<file path="src/rtl/ext_unit_pkg.sv">
// Shared definitions for the external unit (AR/AW/R buffers).
// Latency: n/a (constants and helpers only).
// Backpressure: n/a.
// Holds the AXI response encodings, the burst-length constants used by the AR/AW
// buffers and a helper that classifies error responses.
package ext_unit_pkg;

  localparam logic [1:0] RESP_OKAY   = 2'b00;
  localparam logic [1:0] RESP_EXOKAY = 2'b01;
  localparam logic [1:0] RESP_SLVERR = 2'b10;
  localparam logic [1:0] RESP_DECERR = 2'b11;

  // AXI4 burst length: an 8-bit AxLEN field encoding 1..256 beats.
  localparam int AXI_LEN_WIDTH     = 8;
  localparam int AXI_MAX_BURST_LEN = 256;

  // SLVERR and DECERR are the only encodings with bit 1 set.
  function automatic logic is_err_resp(input logic [1:0] resp);
    return (resp == RESP_SLVERR) || (resp == RESP_DECERR);
  endfunction

endpackage

</file>
<file path="src/rtl/ext_fifo_ctrl.sv">
// FIFO bookkeeping: write/read pointers, occupancy count and full/empty flags.
// Latency: all state updates on the clock edge after i_push/i_pop.
// Backpressure: the caller must qualify i_push with ~o_full and i_pop with ~o_empty.
// Ports: i_clk, i_rst (sync, active-high), i_push, i_pop -> o_wr_ptr, o_rd_ptr,
//        o_count, o_full, o_empty. DEPTH must be a power of two, >= 2.
module ext_fifo_ctrl
  import ext_unit_pkg::*;
#(
  parameter int DEPTH = 4,
  localparam int PTR_W = $clog2(DEPTH),
  localparam int CNT_W = $clog2(DEPTH + 1)
) (
  input  logic             i_clk,
  input  logic             i_rst,
  input  logic             i_push,
  input  logic             i_pop,
  output logic [PTR_W-1:0] o_wr_ptr,
  output logic [PTR_W-1:0] o_rd_ptr,
  output logic [CNT_W-1:0] o_count,
  output logic             o_full,
  output logic             o_empty
);

  logic [PTR_W-1:0] r_wr_ptr;
  logic [PTR_W-1:0] r_rd_ptr;
  logic [CNT_W-1:0] r_count;

  // Pointers are exactly log2(DEPTH) bits wide, so the increment wraps
  // DEPTH-1 -> 0 without extra logic.
  always_ff @(posedge i_clk) begin
    if (i_rst) begin
      r_wr_ptr <= '0;
      r_rd_ptr <= '0;
      r_count  <= '0;
    end else begin
      if (i_push) r_wr_ptr <= r_wr_ptr + PTR_W'(1);
      if (i_pop)  r_rd_ptr <= r_rd_ptr + PTR_W'(1);
      case ({i_push, i_pop})
        2'b10:   r_count <= r_count + CNT_W'(1);
        2'b01:   r_count <= r_count - CNT_W'(1);
        default: r_count <= r_count;
      endcase
    end
  end

  assign o_wr_ptr = r_wr_ptr;
  assign o_rd_ptr = r_rd_ptr;
  assign o_count  = r_count;
  assign o_full   = (r_count == CNT_W'(DEPTH));
  assign o_empty  = (r_count == '0);

endmodule

</file>
<file path="src/rtl/ext_r_buffer.sv">
// Elastic buffer on the AXI R channel, external bus -> DMA engine, with sticky error flag.
// Latency: 1 cycle minimum; 0 cycles when empty if EXT_R_BUFFER_BYPASS_EN is defined.
// Backpressure: slave_ready_o = not full, from registered state only (no path from master_ready_i).
// Ports: clk_i, rst_i (sync, active-high); slave_* R beat in; master_* R beat out;
//        count_o occupancy; resp_err_o sticky SLVERR/DECERR seen.
// Optional: define EXT_R_BUFFER_BYPASS_EN for the empty-buffer combinational bypass.
module ext_r_buffer
  import ext_unit_pkg::*;
#(
  parameter int ID_WIDTH   = 4,
  parameter int DATA_WIDTH = 64,
  parameter int USER_WIDTH = 6,
  parameter int DEPTH      = 4,
  localparam int CNT_WIDTH = $clog2(DEPTH + 1)
) (
  input  logic                  clk_i,
  input  logic                  rst_i,
  input  logic                  slave_valid_i,
  input  logic [DATA_WIDTH-1:0] slave_data_i,
  input  logic [1:0]            slave_resp_i,
  input  logic                  slave_last_i,
  input  logic [ID_WIDTH-1:0]   slave_id_i,
  input  logic [USER_WIDTH-1:0] slave_user_i,
  output logic                  slave_ready_o,
  output logic                  master_valid_o,
  output logic [DATA_WIDTH-1:0] master_data_o,
  output logic [1:0]            master_resp_o,
  output logic                  master_last_o,
  output logic [ID_WIDTH-1:0]   master_id_o,
  output logic [USER_WIDTH-1:0] master_user_o,
  input  logic                  master_ready_i,
  output logic [CNT_WIDTH-1:0]  count_o,
  output logic                  resp_err_o
);

  localparam int PTR_W  = $clog2(DEPTH);
  localparam int BEAT_W = DATA_WIDTH + 2 + 1 + USER_WIDTH + ID_WIDTH;

  logic [BEAT_W-1:0] r_mem [DEPTH];
  logic              r_resp_err;

  logic [PTR_W-1:0]  w_wr_ptr;
  logic [PTR_W-1:0]  w_rd_ptr;
  logic              w_full;
  logic              w_empty;
  logic              w_push;
  logic              w_wr_en;
  logic              w_pop;
  logic [BEAT_W-1:0] w_in_beat;
  logic [BEAT_W-1:0] w_out_beat;
  logic [BEAT_W-1:0] w_out_masked;

  assign w_in_beat = {slave_data_i, slave_resp_i, slave_last_i, slave_user_i, slave_id_i};

  assign slave_ready_o = ~w_full & ~rst_i;
  assign w_push        = slave_valid_i & slave_ready_o;
  // Only stored beats are popped from the FIFO; a bypassed beat never enters it.
  assign w_pop         = ~w_empty & ~rst_i & master_ready_i;

`ifdef EXT_R_BUFFER_BYPASS_EN
  logic w_bypass;
  // An empty buffer forwards the incoming beat straight through; it is written
  // only if the DMA does not take it this cycle.
  assign w_bypass       = w_empty & slave_valid_i & ~rst_i;
  assign master_valid_o = (~w_empty & ~rst_i) | w_bypass;
  assign w_out_beat     = w_empty ? w_in_beat : r_mem[w_rd_ptr];
  assign w_wr_en        = w_push & ~(w_bypass & master_ready_i);
`else
  assign master_valid_o = ~w_empty & ~rst_i;
  assign w_out_beat     = r_mem[w_rd_ptr];
  assign w_wr_en        = w_push;
`endif

  ext_fifo_ctrl #(
    .DEPTH (DEPTH)
  ) u_ctrl (
    .i_clk    (clk_i),
    .i_rst    (rst_i),
    .i_push   (w_wr_en),
    .i_pop    (w_pop),
    .o_wr_ptr (w_wr_ptr),
    .o_rd_ptr (w_rd_ptr),
    .o_count  (count_o),
    .o_full   (w_full),
    .o_empty  (w_empty)
  );

  // Storage is deliberately not reset; empty slots are never visible because
  // the output is masked whenever master_valid_o is low.
  always_ff @(posedge clk_i) begin
    if (w_wr_en) r_mem[w_wr_ptr] <= w_in_beat;
  end

  // Any accepted error beat latches the flag, bypassed beats included.
  always_ff @(posedge clk_i) begin
    if (rst_i)                                  r_resp_err <= 1'b0;
    else if (w_push && is_err_resp(slave_resp_i)) r_resp_err <= 1'b1;
  end

  assign resp_err_o   = r_resp_err;
  assign w_out_masked = master_valid_o ? w_out_beat : '0;
  assign {master_data_o, master_resp_o, master_last_o, master_user_o, master_id_o} = w_out_masked;

endmodule

</file>
<file path="config.mk">
export PLATFORM = sky130hd
export DESIGN_NAME = ext_r_buffer
export DESIGN_NICKNAME = d
export VERILOG_FILES = /design/src/rtl/ext_unit_pkg.sv /design/src/rtl/ext_fifo_ctrl.sv /design/src/rtl/ext_r_buffer.sv
export SDC_FILE = /design/constraint.sdc
export NUM_CORES = 1
export LEC_CHECK = 0
export CAP_MARGIN = 0
export CORE_ASPECT_RATIO = 1.1
export CORE_MARGIN = 3
export CORE_UTILIZATION = 48
export DETAILED_ROUTE_END_ITERATION = 7
export PLACE_DENSITY = 0.71
export SLEW_MARGIN = 15
export SYNTH_ARGS = -nofsm -noshare
export SYNTH_HDL_FRONTEND = slang
export SYNTH_HIERARCHICAL = 1
export SYNTH_SLANG_ARGS = --single-unit
</file>
<file path="constraint.sdc">
create_clock -name clk_i -period 18.7 [get_ports clk_i]
set_clock_uncertainty 0.2 [all_clocks]
set_input_delay 2.805 -clock clk_i [delete_from_list [all_inputs] [get_ports clk_i]]
set_output_delay 2.805 -clock clk_i [all_outputs]
set_load 0.02 [all_outputs]
</file>
==> summary.txt <==
Synthesis
  – Syn_nets: 706
  – Synth Area in Adders: 0.002740
  – Seq cells post-synth: 316
  – Yosys warnings: 6
  – Post-synth EDFFs: 308
  – Sequential area share after synthesis: 0.7924
  – Top_reg_cell synth: edfxtp_1
  – Simple-gate share of the synthesized area: 0.01033
  – Largest family of logic cells by synthesized area: multiplexers
  – Cell variety after synth: 25
  – Syn avg cell area: 19.06 um^2
  – Synthesized cell area: 11870 um^2
  – Async set-or-reset flop fraction in the synthesized netlist: 0
  – Compound-gate portion of the synthesized area: 0.04226
  – Mapped Cells: approximately 620
  – Mux share of post-synthesis cell area: 0.1298
  – Xor/xnor share of the synthesized area: 0.004426

Placement
  – GP Congestion: 0.7130
  – Dpl hpwl: around 13000 um
  – DP Area: ~14000 um^2
  – Pre-CTS WS: 10.20 ns
  – Buffers on Ports: 163

Power
  – Pwr dens: 102.6 nW/um^2
  – Max IR drop VDD: 0.08422 mV
  – Total leakage power: 4.446 nW

Die
  – Top Ports: between 150 and 200
  – Die Area: 26660 um^2
  – Rows: 59
  – Core area: 23990 um^2
  – DIE HEIGHT: 171.0 um
  – Starting density of the core: 0.4949
  – Die width: 156.0 um

Routing
  – Vias: 6075
  – Drt wl/cell: 20.35 um
  – Initial DRC count: 397
  – Drc violations: 0
  – DR vias/cell: 5.419
  – DR pass1 iterations: 5
  – Routed WL: 22810 um
  – ANT nets after route: 0

Timing
  – RSZ-0062 raised after global routing: no
  – Final worst slack: 10.21 ns
  – Crit share post-route: 0.4540
  – Final hold vios: 0
  – Final min period: around 8.5 ns
  – Final Max Tran Viols: 0
  – Setup TNS: 0 ns
  – Max Clk Rate: 0.1178 GHz
  – Slew Limit Headroom: 0.2295
  – Final setup vio count: 0
  – Worst Tran Pin Value: 1.156 ns

Worst setup path
  – Slowest cell on crit path: clkdlybuf4s50_1
  – Setup CP Type: in2out
  – Crit-path max FO: between 70 and 80
  – Worst path bufs/invs: 3
  – Critical Path AT: about 5.5 ns
  – Reg2reg start: u_ctrl/o_count[0]$_SDFFE_PP0P_
  – Worst path required time: 15.69 ns
  – Crit-path cells: clkdlybuf4s50_1 -> or3_2 -> buf_4 -> o22ai_1 -> clkdlybuf4s50_1
  – Worst path top cell family by delay: buffers and inverters
  – Crit path depth: 5
  – Cell mode on critical path: clkdlybuf4s50_1
  – Setup crit end kind: primary output
  – Crit start category: input port
  – CP startpoint: rst_i
  – CP max stage delay: 0.67 ns
  – Worst Reg-to-Reg Cells: 6

Run status
  – Status: completed

Clock network
  – Num CTS Buffers: 31
  – Cts repair resizes: 0
  – Clock buffer depth: 3
  – CTS tree: built
  – H-tree levels: 1
  – Clock Sinks: 316
  – Root buffer cell: clkbuf_16
  – Clock latency on the worst-skew pair: between 0.5 and 0.6 ns
  – # hold bufs at CTS: 0
  – Clk pin slew, worst setup/hold paths: 0.06 ns
  – Post-CTS Setup Bufs: 0

Worst hold path
  – HP Class: reg2reg
  – Hold Crit Start: resp_err_o$_SDFFE_PP0P_
  – Hold depth: 2

Final layout
  – Final instance area: 14760 um^2
  – Share of post-route cells with drive strength above 1: 0.07353
  – Fill cells: 1684
  – Nets: 875
  – Layout Area Growth over Synthesis: 24.28%
  – N_diodes: 0

GRT
  – Number of global-route vias before repair: approximately 6700
  – First-pass GRT wire length: 35450 um
  – Grt ovf: 0
  – Largest net degree at the start of global routing: 78
  – All-Layer GR Usage: 0.1691
  – Initial antenna violation count: 0

Job
  – Maxcap violations: 0
-- state kept, by name, indices dropped and copies added, names as in the netlist --
signal and cells:
r_mem 308, u_ctrl/o_count 3, u_ctrl/o_rd_ptr 2, u_ctrl/o_wr_ptr 2, resp_err_o 1
-- layout by cell type (no fill, tap or decap) --
cell type and instances:
edfxtp_1 308, clkdlybuf4s50_1 163, mux2i_1 154, o22ai_1 77
clkbuf_16 31, nor2_1 9, clkbuf_1 8, buf_4 8
clkinv_2 7, dfxtp_1 7, inv_1 6, clkinv_1 5
xor2_1 4, a21oi_1 3, bufinv_16 3, nor3b_2 2
clkinvlp_4 2, nand2_1 2, xnor2_1 2, or3_2 1
or3b_4 1, or3b_2 1, and3_4 1, nor3_2 1
and2_1 1, nand3b_1 1, inv_6 1, nor3_1 1
and3_1 1, o21ai_0 1, or3_1 1, fa_1 1
ha_1 1, dfxtp_4 1
-- layer usage --
layer  track usage  share of wire
met2        0.2976           0.51
met3       0.04402          0.080
met5             0              0
met4       0.03571          0.013
met1        0.2129           0.40
-- cells in the mapped netlist, drive strengths merged, types with 3 or more instances --
cell type / count / area (um^2)
dfxtp: 8 / 160.2
a21oi: 3 / 15.01
buf: 26 / 157.7
nor2: 9 / 33.78
edfxtp: 308 / 9249
clkbuf: 9 / 33.78
mux2i: 154 / 1541
o22ai: 77 / 481.7
inv: 6 / 22.52
xor2: 4 / 35.03
-- per-stage QoR --
stage	hold slack, ns	utilization	power [W]	cells
after floorplan	0.2738	-	0.0008768	623
after global placement	0.2398	0.5745	0.0009422	1064
after detailed placement	0.2621	0.5745	0.0009460	1064
after CTS	0.2774	0.6151	0.001530	1121
after global routing	0.3060	0.6151	0.001571	1121
final	0.2752	0.6151	0.001514	1121
-- area by class of cell --
cell class | instances | area [um^2] | share of cell area
flip-flops and latches | 316 | 9413 | 0.6379
well taps | 305 | 381.6 | 0.02586
repair buffers | 171 | 1692 | 0.1146
inverters | 6 | 22.52 | 0.001526
multi-input cells | 266 | 2275 | 0.1541
clock buffers | 39 | 805.8 | 0.05460
clock inverters | 18 | 167.7 | 0.01136
-- cell families (layout without fill, tap and decap cells) --
| kind of cell | Yosys count | count (layout) |
|---|---|---|
| and+or+nand+nor | 23 | 23 |
| DFF | 316 | 316 |
| adders and majority gates | 2 | 2 |
| buffers and inverters | 41 | 234 |
| muxes | 154 | 154 |
| AOI/OAI and AO/OA | 81 | 81 |
| xor gates and xnor gates | 6 | 6 |
-- worst min-delay path, cell delays in order (launching register included) --
cell     delay [ns]
dfxtp_1        0.31
inv_1          0.05
a21oi_1        0.06
-- report_power, final --
| part | switching (W) | internal [W] | total (W) |
|---|---|---|---|
| combinational | 0.0000723 | 0.0000573 | 0.000130 |
| clock | 0.000238 | 0.000345 | 0.000583 |
| sequential | 0.00000536 | 0.000796 | 0.000801 |
| total | 0.000315 | 0.00120 | 0.00151 |
-- path summary, 6_finish.rpt --
check / endpoint / slack (ns)
max: master_data_o[61] / 10.21
max reg2reg: r_mem[0][3]$_DFFE_PP_ / 15.40
min reg2reg: resp_err_o$_SDFFE_PP0P_ / 0.28
min: resp_err_o$_SDFFE_PP0P_ / 0.28
Power figures use the tool's default switching activity.
